## src/rtl/maple_pkg.sv

```systemverilog
// rtl/maple_pkg.sv - Shared constants, state enum and helpers for the Maple port scheduler
package maple_pkg;

  localparam int MAPLE_PORTS = 4;

  typedef logic [1:0] port_idx_t;

  localparam port_idx_t PORT_A = 2'd3;
  localparam port_idx_t PORT_B = 2'd2;
  localparam port_idx_t PORT_C = 2'd1;
  localparam port_idx_t PORT_D = 2'd0;

  typedef enum logic [1:0] {
    ST_IDLE,
    ST_START,
    ST_WAIT,
    ST_GUARD
  } sched_state_t;

  // One shared counter serves both the guard gap and the watchdog.
  function automatic int cnt_width(input int guard_cycles, input int timeout_cycles);
    int m;
    m = (guard_cycles > timeout_cycles) ? guard_cycles : timeout_cycles;
    return (m > 0) ? $clog2(m + 1) : 1;
  endfunction

  function automatic port_idx_t onehot_idx(input logic [MAPLE_PORTS-1:0] oh);
    port_idx_t idx;
    idx = PORT_D;
    for (int i = 0; i < MAPLE_PORTS; i++) begin
      if (oh[i]) idx = port_idx_t'(i);
    end
    return idx;
  endfunction

endpackage

```

## src/rtl/maple_port_sched_if.sv

```systemverilog
// rtl/maple_port_sched_if.sv - Port request and shared-transceiver handshake bundle
interface maple_port_sched_if;
  import maple_pkg::*;

  logic [MAPLE_PORTS-1:0] req;
  logic [MAPLE_PORTS-1:0] port_en;
  logic                   engine_done;
  logic                   engine_err;
  logic [MAPLE_PORTS-1:0] grant;
  port_idx_t              port_sel;
  logic                   engine_start;
  logic                   engine_abort;
  logic [MAPLE_PORTS-1:0] done;
  logic [MAPLE_PORTS-1:0] err;

  modport master (
    output req, port_en, engine_done, engine_err,
    input  grant, port_sel, engine_start, engine_abort, done, err
  );

  modport slave (
    input  req, port_en, engine_done, engine_err,
    output grant, port_sel, engine_start, engine_abort, done, err
  );

endinterface

```

## src/rtl/maple_rr_pick.sv

```systemverilog
// rtl/maple_rr_pick.sv - Combinational round-robin pick, searching downward from last_port-1
module maple_rr_pick
  import maple_pkg::*;
(
  input  logic [MAPLE_PORTS-1:0] eligible,
  input  port_idx_t              last_port,
  output logic [MAPLE_PORTS-1:0] pick,
  output logic                   valid
);

  port_idx_t idx;

  always_comb begin
    pick = '0;
    idx  = '0;
    // Walk farthest-first so the nearest eligible port below last_port overwrites the rest.
    for (int k = MAPLE_PORTS; k >= 1; k--) begin
      idx = last_port - port_idx_t'(k);
      if (eligible[idx]) begin
        pick      = '0;
        pick[idx] = 1'b1;
      end
    end
  end

  assign valid = |eligible;

endmodule

```

## src/rtl/maple_port_sched.sv

```systemverilog
// rtl/maple_port_sched.sv - Round-robin scheduler sharing one Maple transceiver across four ports
// Optional watchdog abort in WAIT: define MAPLE_SCHED_TIMEOUT_EN.
module maple_port_sched
  import maple_pkg::*;
#(
  parameter int GUARD_CYCLES   = 100,
  parameter int TIMEOUT_CYCLES = 50000
) (
  input logic               clk,
  input logic               rst,
  maple_port_sched_if.slave bus
);

  localparam int CNT_W = cnt_width(GUARD_CYCLES, TIMEOUT_CYCLES);
  localparam logic [CNT_W-1:0] GUARD_LAST = CNT_W'((GUARD_CYCLES > 0) ? GUARD_CYCLES - 1 : 0);

  sched_state_t           state_q, state_d;
  logic [MAPLE_PORTS-1:0] grant_q, grant_d;
  port_idx_t              port_sel_q, port_sel_d;
  port_idx_t              last_q, last_d;
  logic                   start_q, start_d;
  logic [MAPLE_PORTS-1:0] done_q, done_d;
  logic [MAPLE_PORTS-1:0] err_q, err_d;
  logic [CNT_W-1:0]       cnt_q, cnt_d;
  logic                   wait_end;
  logic [MAPLE_PORTS-1:0] pick;
  logic                   pick_valid;

`ifdef MAPLE_SCHED_TIMEOUT_EN
  localparam logic [CNT_W-1:0] TO_LAST = CNT_W'((TIMEOUT_CYCLES > 0) ? TIMEOUT_CYCLES - 1 : 0);
  logic abort_q, abort_d;
`endif

  maple_rr_pick u_rr_pick (
    .eligible  (bus.req & bus.port_en),
    .last_port (last_q),
    .pick      (pick),
    .valid     (pick_valid)
  );

  function automatic logic [CNT_W-1:0] sat_inc(input logic [CNT_W-1:0] v);
    return (v == '1) ? v : v + 1'b1;
  endfunction

  always_comb begin
    state_d    = state_q;
    grant_d    = grant_q;
    port_sel_d = port_sel_q;
    last_d     = last_q;
    cnt_d      = cnt_q;
    start_d    = 1'b0;
    done_d     = '0;
    err_d      = '0;
    wait_end   = 1'b0;
`ifdef MAPLE_SCHED_TIMEOUT_EN
    abort_d    = 1'b0;
`endif
    unique case (state_q)
      ST_IDLE: begin
        cnt_d = '0;
        if (pick_valid) begin
          grant_d    = pick;
          port_sel_d = onehot_idx(pick);
          start_d    = 1'b1;
          state_d    = ST_START;
        end
      end
      ST_START: begin
        cnt_d   = '0;
        state_d = ST_WAIT;
      end
      ST_WAIT: begin
        // Completion is keyed to the latched grant, so req/port_en changes here are ignored.
        if (bus.engine_done) begin
          done_d   = grant_q;
          err_d    = bus.engine_err ? grant_q : '0;
          wait_end = 1'b1;
        end
`ifdef MAPLE_SCHED_TIMEOUT_EN
        else if (cnt_q == TO_LAST) begin
          abort_d  = 1'b1;
          done_d   = grant_q;
          err_d    = grant_q;
          wait_end = 1'b1;
        end
`endif
        else begin
          cnt_d = sat_inc(cnt_q);
        end
        if (wait_end) begin
          grant_d = '0;
          last_d  = port_sel_q;
          cnt_d   = '0;
          state_d = (GUARD_CYCLES == 0) ? ST_IDLE : ST_GUARD;
        end
      end
      ST_GUARD: begin
        if (cnt_q == GUARD_LAST) begin
          cnt_d   = '0;
          state_d = ST_IDLE;
        end else begin
          cnt_d = sat_inc(cnt_q);
        end
      end
    endcase
  end

  always_ff @(posedge clk or posedge rst) begin
    if (rst) begin
      state_q    <= ST_IDLE;
      grant_q    <= '0;
      port_sel_q <= PORT_D;
      last_q     <= PORT_D;
      start_q    <= 1'b0;
      done_q     <= '0;
      err_q      <= '0;
      cnt_q      <= '0;
`ifdef MAPLE_SCHED_TIMEOUT_EN
      abort_q    <= 1'b0;
`endif
    end else begin
      state_q    <= state_d;
      grant_q    <= grant_d;
      port_sel_q <= port_sel_d;
      last_q     <= last_d;
      start_q    <= start_d;
      done_q     <= done_d;
      err_q      <= err_d;
      cnt_q      <= cnt_d;
`ifdef MAPLE_SCHED_TIMEOUT_EN
      abort_q    <= abort_d;
`endif
    end
  end

  assign bus.grant        = grant_q;
  assign bus.port_sel     = port_sel_q;
  assign bus.engine_start = start_q;
  assign bus.done         = done_q;
  assign bus.err          = err_q;
`ifdef MAPLE_SCHED_TIMEOUT_EN
  assign bus.engine_abort = abort_q;
`else
  assign bus.engine_abort = 1'b0;
`endif

endmodule

```

## src/flat_wrapper.sv

```systemverilog
// flat-port wrapper written by rule: the top's interface ports become plain ports
module maple_port_sched_flat import maple_pkg::*;
#(
  parameter int GUARD_CYCLES   = 100,
  parameter int TIMEOUT_CYCLES = 50000
)
  (clk, rst, bus_req, bus_port_en, bus_engine_done, bus_engine_err, bus_grant, bus_port_sel, bus_engine_start, bus_engine_abort, bus_done, bus_err);
  maple_port_sched_if bus_i ();
  input logic clk;
  input logic rst;
  input wire logic [$bits(bus_i.req)-1:0] bus_req;
  input wire logic [$bits(bus_i.port_en)-1:0] bus_port_en;
  input wire logic [$bits(bus_i.engine_done)-1:0] bus_engine_done;
  input wire logic [$bits(bus_i.engine_err)-1:0] bus_engine_err;
  output wire logic [$bits(bus_i.grant)-1:0] bus_grant;
  output wire logic [$bits(bus_i.port_sel)-1:0] bus_port_sel;
  output wire logic [$bits(bus_i.engine_start)-1:0] bus_engine_start;
  output wire logic [$bits(bus_i.engine_abort)-1:0] bus_engine_abort;
  output wire logic [$bits(bus_i.done)-1:0] bus_done;
  output wire logic [$bits(bus_i.err)-1:0] bus_err;
  assign bus_i.req = bus_req;
  assign bus_i.port_en = bus_port_en;
  assign bus_i.engine_done = bus_engine_done;
  assign bus_i.engine_err = bus_engine_err;
  assign bus_grant = bus_i.grant;
  assign bus_port_sel = bus_i.port_sel;
  assign bus_engine_start = bus_i.engine_start;
  assign bus_engine_abort = bus_i.engine_abort;
  assign bus_done = bus_i.done;
  assign bus_err = bus_i.err;
  maple_port_sched #(.GUARD_CYCLES(GUARD_CYCLES), .TIMEOUT_CYCLES(TIMEOUT_CYCLES)) u_core (.clk(clk), .rst(rst), .bus(bus_i));
endmodule
```

## config.mk

```make
export PLATFORM = sky130hd
export DESIGN_NAME = maple_port_sched_flat
export DESIGN_NICKNAME = d
export VERILOG_FILES = /design/src/rtl/maple_pkg.sv /design/src/rtl/maple_port_sched_if.sv /design/src/rtl/maple_rr_pick.sv /design/src/rtl/maple_port_sched.sv /design/src/flat_wrapper.sv
export SDC_FILE = /design/constraint.sdc
export NUM_CORES = 1
export LEC_CHECK = 0
export ABC_AREA = 1
export CORE_ASPECT_RATIO = 1.25
export CORE_UTILIZATION = 45
export DETAILED_ROUTE_END_ITERATION = 10
export PLACE_DENSITY_LB_ADDON = 0.15
export SLEW_MARGIN = 15
export SYNTH_ARGS = -nofsm -noshare
export SYNTH_HDL_FRONTEND = slang
export SYNTH_HIERARCHICAL = 1
export SYNTH_SLANG_ARGS = --single-unit
```

## constraint.sdc

```tcl
create_clock -name clk -period 2.1 [get_ports clk]
set_input_delay 0.42 -clock clk [delete_from_list [all_inputs] [get_ports clk]]
set_output_delay 0.42 -clock clk [all_outputs]
set_load 0.01 [all_outputs]
```

# Word level (Yosys, flattened, before mapping)
# Index checks and enable logic that the tools add are counted.
classes:
  n_reduce_logical: 12
  mux: 44
  n_eq_ne: 9
  bitwise_logic: 1
  n_lt_le_gt_ge: 8
  addsub: 4
ops:
  columns: ["operator", "count"]
  rows:
  - ["16-bit two-way mux", 4]
  - ["16-bit one-hot mux with 3 select lines", 1]
  - ["4-bit two-way mux", 11]
  - ["16-bit by 1-bit adder with 16-bit output (second input constant)", 1]
  - ["16-bit equality test (second input constant)", 1]
  - ["16-bit by 7-bit equality test with 1-bit output (second input constant)", 1]
  - ["1-bit two-way mux", 13]
  - ["2-bit by 3-bit less-than comparator with 1-bit output (second input constant)", 4]
  - ["2-bit two-way mux", 5]
  - ["1-bit binary-select mux with 2-bit select", 4]
  - ["1-bit demux with 2-bit select", 4]
  - ["2-bit by 1-bit greater-or-equal comparator with 1-bit output (second input constant)", 4]
  - ["2-bit one-hot mux with 4 select lines", 1]
  - ["4-bit one-hot mux with 2 select lines", 1]
  - ["2-bit by 1-bit != test with 1-bit output (second input constant)", 3]
  - ["3-bit AND reduction", 2]
  - ["4-bit AND", 1]
  - ["2-bit equality test (second input constant)", 2]
  - ["1-bit logical AND", 4]
  - ["2-bit AND reduction", 2]
  - ["4-bit OR reduction", 1]
  - ["2-bit subtractor (second input constant)", 2]
  - ["3-bit by 2-bit != test with 1-bit output (second input constant)", 1]
  - ["2-bit by 1-bit equality test with 1-bit output (second input constant)", 1]
  - ["other kinds (4)", 4]
totals:
  input_bits: 12
  reg_bits: 35
  out_inout_bits: 16
  wordCells: 86

# Depth between registers and ports, before layout
depth:
  word_depth: 11
  mapped_depth: 13
  mapped_depth_nobuf: 13

# Modules after synthesis
# Netlist, hierarchy kept.
by_module_without_submodules:
  columns: ["mod", "cells_per_inst", "area_per_inst_um2", "n_inst", "seq_area_each_um2"]
  rows:
  - ["maple_port_sched", 255, 1928.1, 1, 875.8]
  - ["maple_rr_pick", 73, 386.6, 1, 0.0]

# Worst setup path before layout
# Ideal clock, no wire load.
synth_path:
  path_type: "flip-flop to flip-flop"
  start: "reg u_core.last_q[0]"
  end: "reg u_core.port_sel_q[0], in the netlist u_core/bus.port_sel[0]"
  slack_ns: 0.316
  period_less_slack_ns: 1.784
  setup_ns: 0.130
  required_ns: 1.970
  path_buffers: 0
  path_stages_with_launch: 13
  t_arrival_ns: 1.654
  path_cell_list: "dfrtp_1 -> inv_2 -> ha_1 -> inv_1 -> nand3_2 -> nand3_1 -> nand2_1 -> inv_1 -> nand2_1 -> nand2_1 -> nand2_1 -> nor2_1 -> a22oi_1"
synth_between:
  word_cells_on_any_way: 38
  cone_classes: "add/sub: 3; order compare: 8; mux: 23; reduce/logical: 4"
synth_rtl:
  columns: ["element", "line_no", "rtl"]
  rows:
  - ["start, declared", "maple_port_sched.sv:20", "port_idx_t last_q, last_d;"]
  - ["start signal, assigned", "maple_port_sched.sv:125", "last_q <= last_d;"]
  - ["2-bit subtractor (tied with other cells)", "maple_rr_pick.sv:18", "idx = last_port - port_idx_t'(k);"]
  - ["2-bit by 3-bit less-than comparator with 1-bit output (implied by the code) (tied with other cells)", "maple_rr_pick.sv:21", "pick[idx] = 1'b1;"]
  - ["1-bit logical AND (implied by the code) or 1-bit two-way mux (tied branches)", "maple_rr_pick.sv:21", null]
  - ["1-bit two-way mux (implied by the code) or 1-bit demux with 2-bit select (tied branches)", "maple_rr_pick.sv:21", null]
  - ["1-bit demux with 2-bit select or 4-bit two-way mux (tied branches)", "maple_rr_pick.sv:21, maple_rr_pick.sv:19", null]
  - ["4-bit two-way mux (2 in a row)", "maple_rr_pick.sv:19", "if (eligible[idx]) begin"]
  - ["4-bit two-way mux (*)", "maple_rr_pick.sv:19", null]
  - ["named net u_core.pick[3]", "maple_port_sched.sv:26", "logic [MAPLE_PORTS-1:0] pick;"]
  - ["2-bit two-way mux (*)", "maple_pkg.sv:31", "if (oh[i]) idx = port_idx_t'(i);"]
  - ["end signal, assigned", "maple_port_sched.sv:124", "port_sel_q <= port_sel_d;"]
  - ["end, declared", "maple_port_sched.sv:19", "port_idx_t port_sel_q, port_sel_d;"]
# Mark *: on every way through the listed nets, which the timed path passes. The rest lies on a longest branch. The select of a mux whose other input is x is not followed.
# A chain may end at the register's enable or synchronous reset.

# Worst setup path after layout
layout_path:
  start: "in bus_req[1]"
  end: "reg u_core.grant_q[2], in the netlist u_core/bus.grant[2]"
layout_between:
  word_cells_on_any_way: 18
  cone_classes: "eq/ne: 1; mux: 14; bitwise: 1; reduce/logical: 2"
layout_rtl:
  columns: ["element", "line_no", "rtl"]
  rows:
  - ["start, declared", "flat_wrapper.sv:11", "input wire logic [$bits(bus_i.req)-1:0] bus_req;"]
  - ["4-bit AND", "maple_port_sched.sv:35", ".eligible (bus.req & bus.port_en),"]
  - ["4-bit OR reduction", "maple_rr_pick.sv:26", "assign valid = |eligible;"]
  - ["named net u_core.pick_valid", "maple_port_sched.sv:27", "logic pick_valid;"]
  - ["2-bit by 1-bit != test with 1-bit output (no line)", null, null]
  - ["3-bit AND reduction (no line)", null, null]
  - ["end signal, assigned", "maple_port_sched.sv:123", "grant_q <= grant_d;"]
  - ["end, declared", "maple_port_sched.sv:18", "logic [MAPLE_PORTS-1:0] grant_q, grant_d;"]
# The timed path passes the listed nets, and every way through them passes these cells. The select of a mux whose other input is x is not followed.

==> results.md <==
* Outcome: finished, final reports clean
* Register bit count reported by yosys at 35
* Share of the synthesized area in the top cell type at 0.3784
* Initial antenna violation count at 0
* Final cell count without fillers at 426
* Top post-synthesis cells by area: dfrtp_1, nand2_1, inv_1
* DP Area at ~0.0027 mm2
* Fillcell total at 466
* Vias per inst at 4.831
* NumNets Final at ~390
* Xor/xnor cell area share of the yosys netlist at 0.007568
* CP Max Fanout at 8
* Finished Cell Area at approximately 0.0028 mm2
* # setup viols final at 0
* Die ar. at roughly 0.0054 mm2
* Commonest non-fill, non-tap cell in the layout: nand2_1
* CP Data Arrival Time at roughly 2.1 ns
* Hold depth at 2
* I/O pins at 28
* DRC marker count from the first detailed-route iteration at ~110
* DRC Markers at 0
* Synth Warn # at 6
* Routed Wire Length at roughly 4.9 mm
* Multiplexer area fraction after synthesis at 0
* Crit path to: u_core/bus.grant[2]
* Antenna diode count at 0
* Share of layout cells above drive strength 1 at 0.1366
* CTS buffer count at 5
* Largest family of logic cells by synthesized area: simple AND/OR/NAND/NOR gates
* Syn Area/Cell at around 7.1 um2
* Post-synthesis simple-gate area fraction at 0.3876
* Synth Area in Compound Gates at 0.06324
* Largest net degree at the start of global routing at 36
* Dominant cell type by area after synthesis: dfrtp_1
* TritonCTS Sinks at 35
* Cell Pwr Density at approximately 1100 mW/mm2
* Setup ws final at roughly 0.18 ns
* Maximum capacitance violations at 0
* Yosys cell types at 30
* Net Count, Synth at 351
* Worst skew pair latency at approximately 0.29 ns
* Placer Congestion at ~0.86
* Worst vdd ir at around 0.001 V
* Fmax at between 0.5 and 0.6 GHz
* Fin crit period at 1.924 ns
* Critical path required time at 2.26 ns
* Setup crit start kind: primary input
* TritonCTS clock tree: built
* Synthesized area at 0.002315 mm2
* Post-CTS setup repair buffer count at 0
* Leak pwr at 0.001502 uW
* Slew Limit Fails at 0
* Die X at around 66 um
* Synth Area in Adders at 0.05946
* Rows at 28
* Post-Synthesis Cells at about 330
* Hold Path Class: reg -> reg
* Core box area at ~0.0048 mm2
* Reg-to-Reg End: u_core/bus.port_sel[0]
* Register area share after synthesis at 0.3784
* DRT Pass-1 Iters at 4
* Crit. End Element: register
* Final hold vios at 0
* Root Buffer: clkbuf_8
* HPWL after detailed placement at 3.734 mm
* Placed instance count at between 400 and 500
* Reg-to-reg slack, setup at roughly 0.31 ns
* WS Path Type: in -> reg
* Most frequent cells in the layout: nand2_1, inv_1, nor2_1
* Vias in the first global route at ~1900
* RSZ-0062 raised after global routing: false
* Reg2reg path depth at 13
* CP startpoint: bus_req[1]
* Starting density of the core at 0.4788
* Die height at between 80 and 90 um
* WL per Instance at 11.41 um
* R2R Path Start: u_core/last_q[0]
* Total grt overflow at 0
* Area grow syn2layout at 21.78%
* GRT Total Usage at 0.2009
* # H-tree levels at 2
* DR vias at 2058
* Clk_skew at between 0.007 and 0.008 ns
* First-pass GRT wire length at around 8.3 mm
* Clock-pin slew on the worst setup and hold paths at about 0.07 ns
* Tcrit/Tclk final at 0.9163
* Clock tree buffer depth at 2
* Port Buffers at 26
* Place WS at -0.2046 ns
* Antenna-violating nets left at 0
-- worst max-delay path, cell delays in order --
cell	delay (ns)
clkdlybuf4s50_1	0.39
nand2_1	0.06
inv_1	0.06
or4_1	0.52
or2_2	0.32
nand2_2	0.08
a21oi_2	0.07
nand3_1	0.09
o21ai_0	0.08
-- cells in the mapped netlist (all sizes together) --
library cell	count
xor2	2
nand4	2
nand3	25
nor2	45
nor3	4
a21oi	3
or4	1
conb	1
a211oi	1
dfrtp	35
o21bai	1
clkbuf	1
or2	2
a22oi	2
inv	55
nand2	115
o21ai	18
clkinv	2
ha	11
buf	2
-- worst min path at each step --
| stage | startpoint | end |
|---|---|---|
| final | u_core/state_q[0] | u_core/state_q[0] |
| after global routing | u_core/state_q[0] | u_core/state_q[0] |
| after CTS | u_core/state_q[0] | u_core/state_q[0] |
| after detailed placement | u_core/state_q[0] | u_core/state_q[0] |
| after global placement | u_core/state_q[0] | u_core/state_q[0] |
| after floorplan | u_core/state_q[0] | u_core/state_q[0] |
-- timing repair --
| action | in CTS | in global routing |
|---|---|---|
| hold buffers | 0 | 0 |
| gates resized for setup | 0 | 2 |
| endpoints found under the hold margin | 0 | 0 |
| endpoints found under the setup margin | 0 | 3 |
-- power breakdown --
group,switching [uW],internal [uW]
registers,73.9,797
logic,977,590
clock network,251,475
-- cells by family (layout without fill, tap and decap cells) --
kind of cell | count (synthesis) | in the layout
AO/OA/AOI/OAI | 25 | 25
XOR/XNOR | 2 | 2
adder cells (fa/ha/maj) | 11 | 11
buffers and inverters | 60 | 98
flip-flops | 35 | 35
other | 1 | 1
AND/OR/NAND/NOR | 194 | 194
-- layer usage --
layer	share of wire	vias to the layer above	GRT usage	wire length (um)
li1	-	1066	-	-
met1	0.42	962	0.2178	2033
met2	0.54	25	0.3857	2643
met3	0.023	5	0.03022	111
met4	0.015	0	0.07872	74
met5	0	-	0	0
-- flip-flops by register name, indices dropped and copies added, names as in the netlist --
signal and count:
u_core/cnt_q 16, u_core/state_q 2, u_core/bus.port_sel 2, u_core/bus.engine_start 1
u_core/last_q 2, u_core/bus.err 4, u_core/bus.grant 4, u_core/bus.done 4
-- through the flow --
stage / utilization / power, uW / hold slack (ns) / setup TNS [ns]
2_1_floorplan: - / 1996 / 0.4689 / 0
3_3_place_gp: 0.5543 / 2423 / 0.4975 / -0.7479
3_5_place_dp: 0.5543 / 2439 / 0.5063 / -0.9152
4_1_cts: 0.5818 / 3172 / 0.5217 / 0
5_1_grt: 0.5831 / 3470 / 0.5691 / 0
6_report: 0.5831 / 3163 / 0.5120 / 0
-- area by class of cell --
cell class | count | area (um2) | share of cell area
Clock inverter | 2 | 60.06 | 0.02130
Clock buffer | 6 | 72.57 | 0.02574
Sequential cell | 35 | 875.8 | 0.3107
Inverter | 57 | 214.0 | 0.07590
Timing Repair Buffer | 33 | 312.8 | 0.1110
Tap cell | 60 | 75.07 | 0.02663
Multi-Input combinational cell | 233 | 1209 | 0.4288
Note: power is estimated with default switching activity, not from simulation.
